===== config.mk =====
export PLATFORM = sky130hd
export DESIGN_NAME = multicycle_controller
export DESIGN_NICKNAME = d
export VERILOG_FILES = /design/src/rtl/multicycle_controller.sv
export SDC_FILE = /design/constraint.sdc
export NUM_CORES = 1
export LEC_CHECK = 0
export CAP_MARGIN = 25
export CORE_MARGIN = 4
export CORE_UTILIZATION = 33
export DETAILED_ROUTE_END_ITERATION = 8
export GPL_TIMING_DRIVEN = 0
export PLACE_DENSITY = 0.79
export SLEW_MARGIN = 20
export SYNTH_ARGS = -nofsm -noshare
export SYNTH_HDL_FRONTEND = slang
export SYNTH_SLANG_ARGS = --single-unit

===== constraint.sdc =====
create_clock -name clk -period 2.4 [get_ports clk]
set_clock_uncertainty 0.2 [all_clocks]
set_input_delay 0.48 -clock clk [delete_from_list [all_inputs] [get_ports clk]]
set_output_delay 0.48 -clock clk [all_outputs]
set_load 0.05 [all_outputs]

===== src/rtl/multicycle_controller.sv =====
// Main control FSM of the multicycle RV32I core.
// Decodes the instruction held in IR and sequences the shared memory/ALU
// datapath through fetch, decode, execute, memory and writeback. Every select
// is a Moore decode of the state register. The one exception is PcEn in BRANCH,
// which also follows the live ALU Zero flag.
module multicycle_controller #(
  parameter int ALUOP_W      = 3,
  parameter bit TRAP_ILLEGAL = 1'b1
) (
  input  logic               clk,
  input  logic               rst,
  input  logic [31:0]        Inst,
  input  logic               Zero,
  output logic               PcEn,
  output logic               AdrSrc,
  output logic               MemWrite,
  output logic               IrWrite,
  output logic               RegWrite,
  output logic [2:0]         ImmSrc,
  output logic [1:0]         AluSrcA,
  output logic [1:0]         AluSrcB,
  output logic [ALUOP_W-1:0] AluOp,
  output logic [1:0]         ResultSrc,
  output logic               illegal
);

  typedef enum logic [3:0] {
    S_FETCH     = 4'd0,
    S_DECODE    = 4'd1,
    S_MEMADR    = 4'd2,
    S_MEMREAD   = 4'd3,
    S_MEMWB     = 4'd4,
    S_MEMWRITE  = 4'd5,
    S_EXEC_R    = 4'd6,
    S_EXEC_I    = 4'd7,
    S_ALUWB     = 4'd8,
    S_BRANCH    = 4'd9,
    S_JAL       = 4'd10,
    S_JALR      = 4'd11,
    S_JALR_LINK = 4'd12,
    S_LUI       = 4'd13,
    S_ILLEGAL   = 4'd14
  } state_t;

  localparam logic [6:0] OP_LW   = 7'h03;
  localparam logic [6:0] OP_SW   = 7'h23;
  localparam logic [6:0] OP_R    = 7'h33;
  localparam logic [6:0] OP_I    = 7'h13;
  localparam logic [6:0] OP_BR   = 7'h63;
  localparam logic [6:0] OP_JAL  = 7'h6F;
  localparam logic [6:0] OP_JALR = 7'h67;
  localparam logic [6:0] OP_LUI  = 7'h37;

  localparam logic [ALUOP_W-1:0] ALU_ADD = ALUOP_W'(3'd0);
  localparam logic [ALUOP_W-1:0] ALU_SUB = ALUOP_W'(3'd1);
  localparam logic [ALUOP_W-1:0] ALU_AND = ALUOP_W'(3'd2);
  localparam logic [ALUOP_W-1:0] ALU_OR  = ALUOP_W'(3'd3);
  localparam logic [ALUOP_W-1:0] ALU_XOR = ALUOP_W'(3'd4);
  localparam logic [ALUOP_W-1:0] ALU_SLT = ALUOP_W'(3'd5);
  localparam logic [ALUOP_W-1:0] ALU_SLL = ALUOP_W'(3'd6);
  localparam logic [ALUOP_W-1:0] ALU_SRL = ALUOP_W'(3'd7);

  state_t state_q, state_d;

  logic [6:0] opcode_s;
  logic [2:0] funct3_s;
  logic       f7b5_s;
  logic       unused_inst_s;
  logic       pc_en_s, mem_write_s, ir_write_s, reg_write_s;

  assign opcode_s      = Inst[6:0];
  assign funct3_s      = Inst[14:12];
  assign f7b5_s        = Inst[30];
  assign unused_inst_s = ^{Inst[31], Inst[29:15], Inst[11:7]};

  // ALU operation from funct3. The subtract variant of 000 exists only for R-type.
  function automatic logic [ALUOP_W-1:0] alu_decode(input logic [2:0] f3, input logic sub_sel);
    logic [ALUOP_W-1:0] op;
    case (f3)
      3'b000:  op = sub_sel ? ALU_SUB : ALU_ADD;
      3'b111:  op = ALU_AND;
      3'b110:  op = ALU_OR;
      3'b100:  op = ALU_XOR;
      3'b010:  op = ALU_SLT;
      3'b001:  op = ALU_SLL;
      3'b101:  op = ALU_SRL;
      default: op = ALU_ADD;
    endcase
    return op;
  endfunction

  // State register: reset aborts any instruction in flight and restarts at FETCH.
  always_ff @(posedge clk or negedge rst) begin
    if (!rst) begin
      state_q <= S_FETCH;
    end else begin
      state_q <= state_d;
    end
  end

  // Next-state sequencing. Dispatch happens in DECODE, once IR holds the new instruction.
  always_comb begin
    state_d = S_FETCH;
    case (state_q)
      S_FETCH:  state_d = S_DECODE;
      S_DECODE: begin
        case (opcode_s)
          OP_LW, OP_SW: state_d = S_MEMADR;
          OP_R:         state_d = S_EXEC_R;
          OP_I:         state_d = S_EXEC_I;
          OP_BR:        state_d = S_BRANCH;
          OP_JAL:       state_d = S_JAL;
          OP_JALR:      state_d = S_JALR;
          OP_LUI:       state_d = S_LUI;
          default: begin
            if (TRAP_ILLEGAL) begin
              state_d = S_ILLEGAL;
            end else begin
              state_d = S_FETCH;
            end
          end
        endcase
      end
      S_MEMADR: begin
        if (opcode_s == OP_LW) begin
          state_d = S_MEMREAD;
        end else begin
          state_d = S_MEMWRITE;
        end
      end
      S_MEMREAD:   state_d = S_MEMWB;
      S_MEMWB:     state_d = S_FETCH;
      S_MEMWRITE:  state_d = S_FETCH;
      S_EXEC_R:    state_d = S_ALUWB;
      S_EXEC_I:    state_d = S_ALUWB;
      S_ALUWB:     state_d = S_FETCH;
      S_BRANCH:    state_d = S_FETCH;
      S_JAL:       state_d = S_ALUWB;
      S_JALR:      state_d = S_JALR_LINK;
      S_JALR_LINK: state_d = S_ALUWB;
      S_LUI:       state_d = S_ALUWB;
      S_ILLEGAL:   state_d = S_ILLEGAL;
      default:     state_d = S_FETCH;
    endcase
  end

  // Datapath control decode. Anything a state does not mention stays 0 or add.
  always_comb begin
    pc_en_s     = 1'b0;
    mem_write_s = 1'b0;
    ir_write_s  = 1'b0;
    reg_write_s = 1'b0;
    AdrSrc      = 1'b0;
    ImmSrc      = 3'b000;
    AluSrcA     = 2'b00;
    AluSrcB     = 2'b00;
    AluOp       = ALU_ADD;
    ResultSrc   = 2'b00;
    illegal     = 1'b0;
    case (state_q)
      S_FETCH: begin
        ir_write_s = 1'b1;
        pc_en_s    = 1'b1;
        AluSrcB    = 2'b10;
        ResultSrc  = 2'b10;
      end
      S_DECODE: begin
        // The branch target, or the jal target, is precomputed into AluOutReg.
        AluSrcA = 2'b01;
        AluSrcB = 2'b01;
        if (opcode_s == OP_JAL) begin
          ImmSrc = 3'b100;
        end else begin
          ImmSrc = 3'b010;
        end
      end
      S_MEMADR: begin
        AluSrcA = 2'b10;
        AluSrcB = 2'b01;
        if (opcode_s == OP_SW) begin
          ImmSrc = 3'b001;
        end else begin
          ImmSrc = 3'b000;
        end
      end
      S_MEMREAD: begin
        AdrSrc = 1'b1;
      end
      S_MEMWB: begin
        ResultSrc   = 2'b01;
        reg_write_s = 1'b1;
      end
      S_MEMWRITE: begin
        AdrSrc      = 1'b1;
        mem_write_s = 1'b1;
      end
      S_EXEC_R: begin
        AluSrcA = 2'b10;
        AluOp   = alu_decode(funct3_s, f7b5_s);
      end
      S_EXEC_I: begin
        AluSrcA = 2'b10;
        AluSrcB = 2'b01;
        AluOp   = alu_decode(funct3_s, 1'b0);
      end
      S_ALUWB: begin
        reg_write_s = 1'b1;
      end
      S_BRANCH: begin
        // Compare rs1/rs2; the PC loads the target held in AluOutReg when taken.
        AluSrcA = 2'b10;
        case (funct3_s)
          3'b000: begin AluOp = ALU_SUB; pc_en_s = Zero;  end
          3'b001: begin AluOp = ALU_SUB; pc_en_s = ~Zero; end
          3'b100: begin AluOp = ALU_SLT; pc_en_s = ~Zero; end
          3'b101: begin AluOp = ALU_SLT; pc_en_s = Zero;  end
          default: begin AluOp = ALU_ADD; pc_en_s = 1'b0; end
        endcase
      end
      S_JAL: begin
        AluSrcA = 2'b01;
        AluSrcB = 2'b10;
        pc_en_s = 1'b1;
      end
      S_JALR: begin
        AluSrcA   = 2'b10;
        AluSrcB   = 2'b01;
        ResultSrc = 2'b10;
        pc_en_s   = 1'b1;
      end
      S_JALR_LINK: begin
        AluSrcA = 2'b01;
        AluSrcB = 2'b10;
      end
      S_LUI: begin
        AluSrcA = 2'b11;
        AluSrcB = 2'b01;
        ImmSrc  = 3'b011;
      end
      S_ILLEGAL: begin
        illegal = 1'b1;
      end
      default: begin
        illegal = 1'b0;
      end
    endcase
  end

  // While reset is held, every write enable is forced off, whatever the state.
  assign PcEn     = pc_en_s & rst;
  assign MemWrite = mem_write_s & rst;
  assign IrWrite  = ir_write_s & rst;
  assign RegWrite = reg_write_s & rst;

endmodule


---- After elaboration in Yosys (flattened, before gate mapping) ----
Cells that the tools add are included.
W data, S select, Z words.
cells by class
  equality and inequality tests ........... 28
  mux-type cells .......................... 21
  bitwise operators ....................... 5
  reductions and logical operators ........ 16
operators by type and width
  kind                  number
  $pmux W4 S7           2
  $eq A4 B4 Y1 const B  7
  $eq A7 B6 Y1 const B  3
  $eq A7 B7 Y1 const B  3
  $pmux W3 S7           1
  $pmux W3 S3           2
  $pmux W3 S6           1
  $eq A4 B3 Y1 const B  4
  $reduce_or A2 Y1      8
  $reduce_or A5 Y1      3
  $eq A3 B3 Y1 const B  4
  $reduce_or A3 Y1      3
  $eq A4 B2 Y1 const B  2
  $pmux W2 S2           2
  $eq A7 B2 Y1 const B  1
  $eq A7 B5 Y1 const B  1
  $mux W1               7
  $mux W3               2
  $pmux W2 S3           1
  $pmux W3 S2           1
  $and A1 B1 Y1         4
  $eq A4 B1 Y1 const B  1
  $logic_not A4 Y1      1
  $pmux W1 S2           2
  other kinds (4)       4
storage, ports and cells
  flip-flop bits (word level) ............. 4
  output and inout port bits .............. 18
  word-level logic and storage cells ...... 71

---- Logic depth before layout (Yosys ltp) ----
  word-level depth ........................ 5
  mapped depth ............................ 6
  gate-level depth less buffers ........... 4

---- Worst setup path after synthesis ----
Ideal clock, no wire load.
  path type ............................... input to output
  start point ............................. input port Inst[12]
  end point ............................... output port PcEn
  data arrival time ....................... 2476 ps
  setup slack ............................. -756 ps
  stages .................................. 4
  buffers on the path ..................... 0
  cell sequence ........................... xor2_1 > xnor2_1 > o31a_1 > nor4_1
between the ends
  word-level cells in the longest chain between the ends .. 5
  elaborated cells between the ends (all ways) .. 9
  those cells by class .................... eq/ne (3); mux (2); bitwise (1); reduce/logical (3)
RTL lines
  what                                        line  source
  from (decl)                                 12    input logic [31:0] Inst,
  $eq A3 B3 Y1, or another cell as far along  212   case (funct3_s)
  $reduce_or A2 Y1 (no source line)           --
  $pmux W1 S2 (*)                             212
  $pmux W1 S2 (*)                             160   case (state_q)
  $and A1 B1 Y1 (*)                           250   assign PcEn = pc_en_s & rst;
  to (decl)                                   14    output logic PcEn,
Mark *: on every way between the ends. The rest lies on a longest branch, timed or not.

---- Worst setup path after layout ----
  start point ............................. register state_q[0]
  end point ............................... output port ImmSrc[0]
between the ends
  word-level cells in the longest chain between the ends .. 2
  elaborated cells between the ends (all ways) .. 4
  those cells by class .................... eq/ne (3); mux (1)
RTL lines
  what                                        line  source
  from (decl)                                 63    state_t state_q, state_d;
  from (signal assigned)                      97    state_q <= state_d;
  $eq A4 B4 Y1, or another cell as far along  160
  $pmux W3 S3 (*)                             160
  to (decl)                                   19    output logic [2:0] ImmSrc,
Marks and branches as above.

==> out/summary.txt <==
Leakage: 0.521 nW
Starting density of the core: 35.2%
Critical path class: reg -> out
Cell count along the critical path: 5
TritonRoute pass-1 iters: 4
Worst path cell trace: or4b_4 -> nor2_2 -> nand3_1 -> o21ai_2 -> buf_6
Num ports: 53
Die Ht: 54.0 um
Ys async rst share: 100%
Mapped cell area: 698 um2
Seq/Total Area, Yosys: 14.3%
# DRC: 0
Status: finished with violations
Setup-failing EPs final: 1
Cells after synthesis: 107
Top cell type's share of synthesized area: 14.3%
# rows: 16
Initial antenna violation count: 0
Synth Area in Compound Gates: 26.7%
Layout area overhead: 59.5%
Clock buffer count from CTS: 3
Slowest cell on crit path: or4b_4
Area leader, netlist: dfrtp_1
Ys Warns: 0
Port Buffers: 30
Antenna Violating Nets Remaining: 0
Post-DP HPWL: 1700 um
Reg clk slew, reported paths: 0.04 ns
Total GRT Usage: 17.2%
Crit path arrival time: 1.73 ns
Worst Setup End Kind: output port
Slew @ Worst Pin: 0.320 ns
Largest family of logic cells by synthesized area: simple AND/OR/NAND/NOR gates
Clock buffer depth: 2
Die Area: 2920 um2
Yosys reg bits: 4
RSZ-0062 raised after global routing: yes
Reg2reg path depth: 6
Failing checks: setup timing
Hold Violations, Final: 0
CTS tree: done
Largest net degree at the start of global routing: 11
Clock net sink count: 4
Final worst-path cycle share: 100%
DRT Wirelength: 2420 um
Clock root cell: clkbuf_4
Min Hold Slack: 0.490 ns
Synth Flop Type: dfrtp_1
DIE WIDTH: 54.0 um
WL/cell: 14.0 um
Synth Area in XOR/XNOR: 5.02%
Remaining Overflow, GRT: 0
DP Area: 1060 um2
WP buf/inv: 1
CP startpoint kind: flop
Simple-gate share of the synthesized area: 44.1%
Vias in the first global route: 886
Worst path max stage delay: 0.58 ns
Latest clock arrival within the worst-skew pair: 0.23 ns
Final WS setup: -0.00732 ns
Slew HR: 78.6%
Largest regs: state_q (4)
First DRT Iteration DRCs: 33
CP delay by family, top: simple AND/OR/NAND/NOR gates
Synthesized area per cell: 6.52 um2
Layout cell share with drive strength beyond 1: 34.5%
VDD IR max: 0.680 mV
First-pass GRT wire length: 3720 um
Min Tclk post-route: 2.41 ns
Via count: 951
Mux cell area share after synthesis: 1.43%
Core Box Area: 1980 um2
Crit-path max FO: 7
CP Data Required Time: 1.72 ns
Final slew viol count: 0
Reg with most FFs: state_q
Commonest cells after routing, fill and taps aside: 12 x nor2_1, 12 x buf_4, 11 x nand2_1, 9 x buf_2, 6 x nor3_1
Max Freq: 415 MHz
Power per cell area: 1340 nW/um2
Adder-cell share of the synthesized area: 0%
Max FFs per register: 4
Worst Hold Class: in -> async
Max-capacitance violation count: 0
Syn_nets: 142
CTS H-tree depth: 1
Dominant cells by area after synthesis: dfrtp_1 14%, nor2_1 7.5%, nand2_1 5.9%, nor3_1 5.7%, a21oi_1 4.3%
Diode count: 0
Final instance area: 1110 um2
Placer Congestion: 0.916
Nets: 182
Netlist cell types: 39
Via density: 5.53
Number of synthesized flops with an enable pin: 0
through the flow:
stage | setup TNS, ns | instances | total power [W] | util (%) | setup WS, ns
final | -0.00732 | 172 | 0.00150 | 56.2 | -0.00732
after global routing | -0.135 | 172 | 0.00160 | 56.2 | -0.0550
after floorplan | -0.854 | 107 | 0.00105 | - | -0.223
after CTS | -0.159 | 166 | 0.00142 | 52.7 | -0.121
after detailed placement | -8.18 | 164 | 0.00140 | 53.7 | -0.926
after global placement | -7.90 | 164 | 0.00139 | 53.7 | -0.934
area by class of cell:
| type | instances | area [um2] |
|---|---|---|
| fillers | 198 | 868 |
| repair buffers | 37 | 304 |
| inverters | 3 | 11.3 |
| multi-input cells | 92 | 601 |
| clock buffers | 3 | 22.5 |
| well taps | 27 | 33.8 |
| plain buffers | 6 | 38.8 |
| flip-flops and latches | 4 | 103 |
cells in the mapped netlist, drive strengths merged (2+ instances only):
| master | number |
|---|---|
| a211o | 2 |
| a21boi | 2 |
| a21oi | 6 |
| a31oi | 3 |
| buf | 4 |
| clkbuf | 4 |
| dfrtp | 4 |
| inv | 3 |
| nand2 | 11 |
| nand2b | 4 |
| nand3 | 4 |
| nand3b | 4 |
| nor2 | 14 |
| nor2b | 4 |
| nor3 | 8 |
| nor4 | 2 |
| o21ai | 5 |
| o22ai | 2 |
| or3 | 2 |
| xnor2 | 2 |
| xor2 | 2 |
metal layers:
layer	routed length, um	track usage [%]	part of all wire, %	up-vias
met5	0	0	0	-
met4	44	8.71	1.8	0
met3	177	3.60	7.3	4
met2	1220	30.6	50	49
met1	976	19.0	40	438
li1	-	-	-	460
worst paths after layout:
path,start,endpoint,slack [ns]
max,state_q[0]$_DFF_PN0_,ImmSrc[0],-0.007
min,rst,state_q[3]$_DFF_PN0_,0.49
max reg2reg,state_q[0]$_DFF_PN0_,state_q[2]$_DFF_PN0_,0.36
min reg2reg,state_q[3]$_DFF_PN0_,state_q[0]$_DFF_PN0_,0.51
max in group asynchronous,rst,state_q[2]$_DFF_PN0_,1.33
min in group clk,Inst[5],state_q[1]$_DFF_PN0_,0.50
power breakdown:
part           internal, W  switching [W]
clock network    0.0000559      0.0000265
registers         0.000103      0.0000473
logic             0.000419       0.000845
total             0.000578       0.000919
kinds of logic after synthesis:
logic type | after synthesis
AO/OA/AOI/OAI | 28
AND/OR/NAND/NOR | 59
multiplexers | 1
XOR/XNOR | 4
buffers and inverters | 11
flip-flops | 4
repair_timing:
action,4_1_cts,5_1_grt
endpoints found under the hold margin,0,4
gates cloned,0,0
pin swaps,1,4
hold buffers,0,1
gates resized for setup,100,44
setup endpoints to repair,18,17
setup buffers,0,6
No activity file was read; power rests on OpenSTA's default activity.
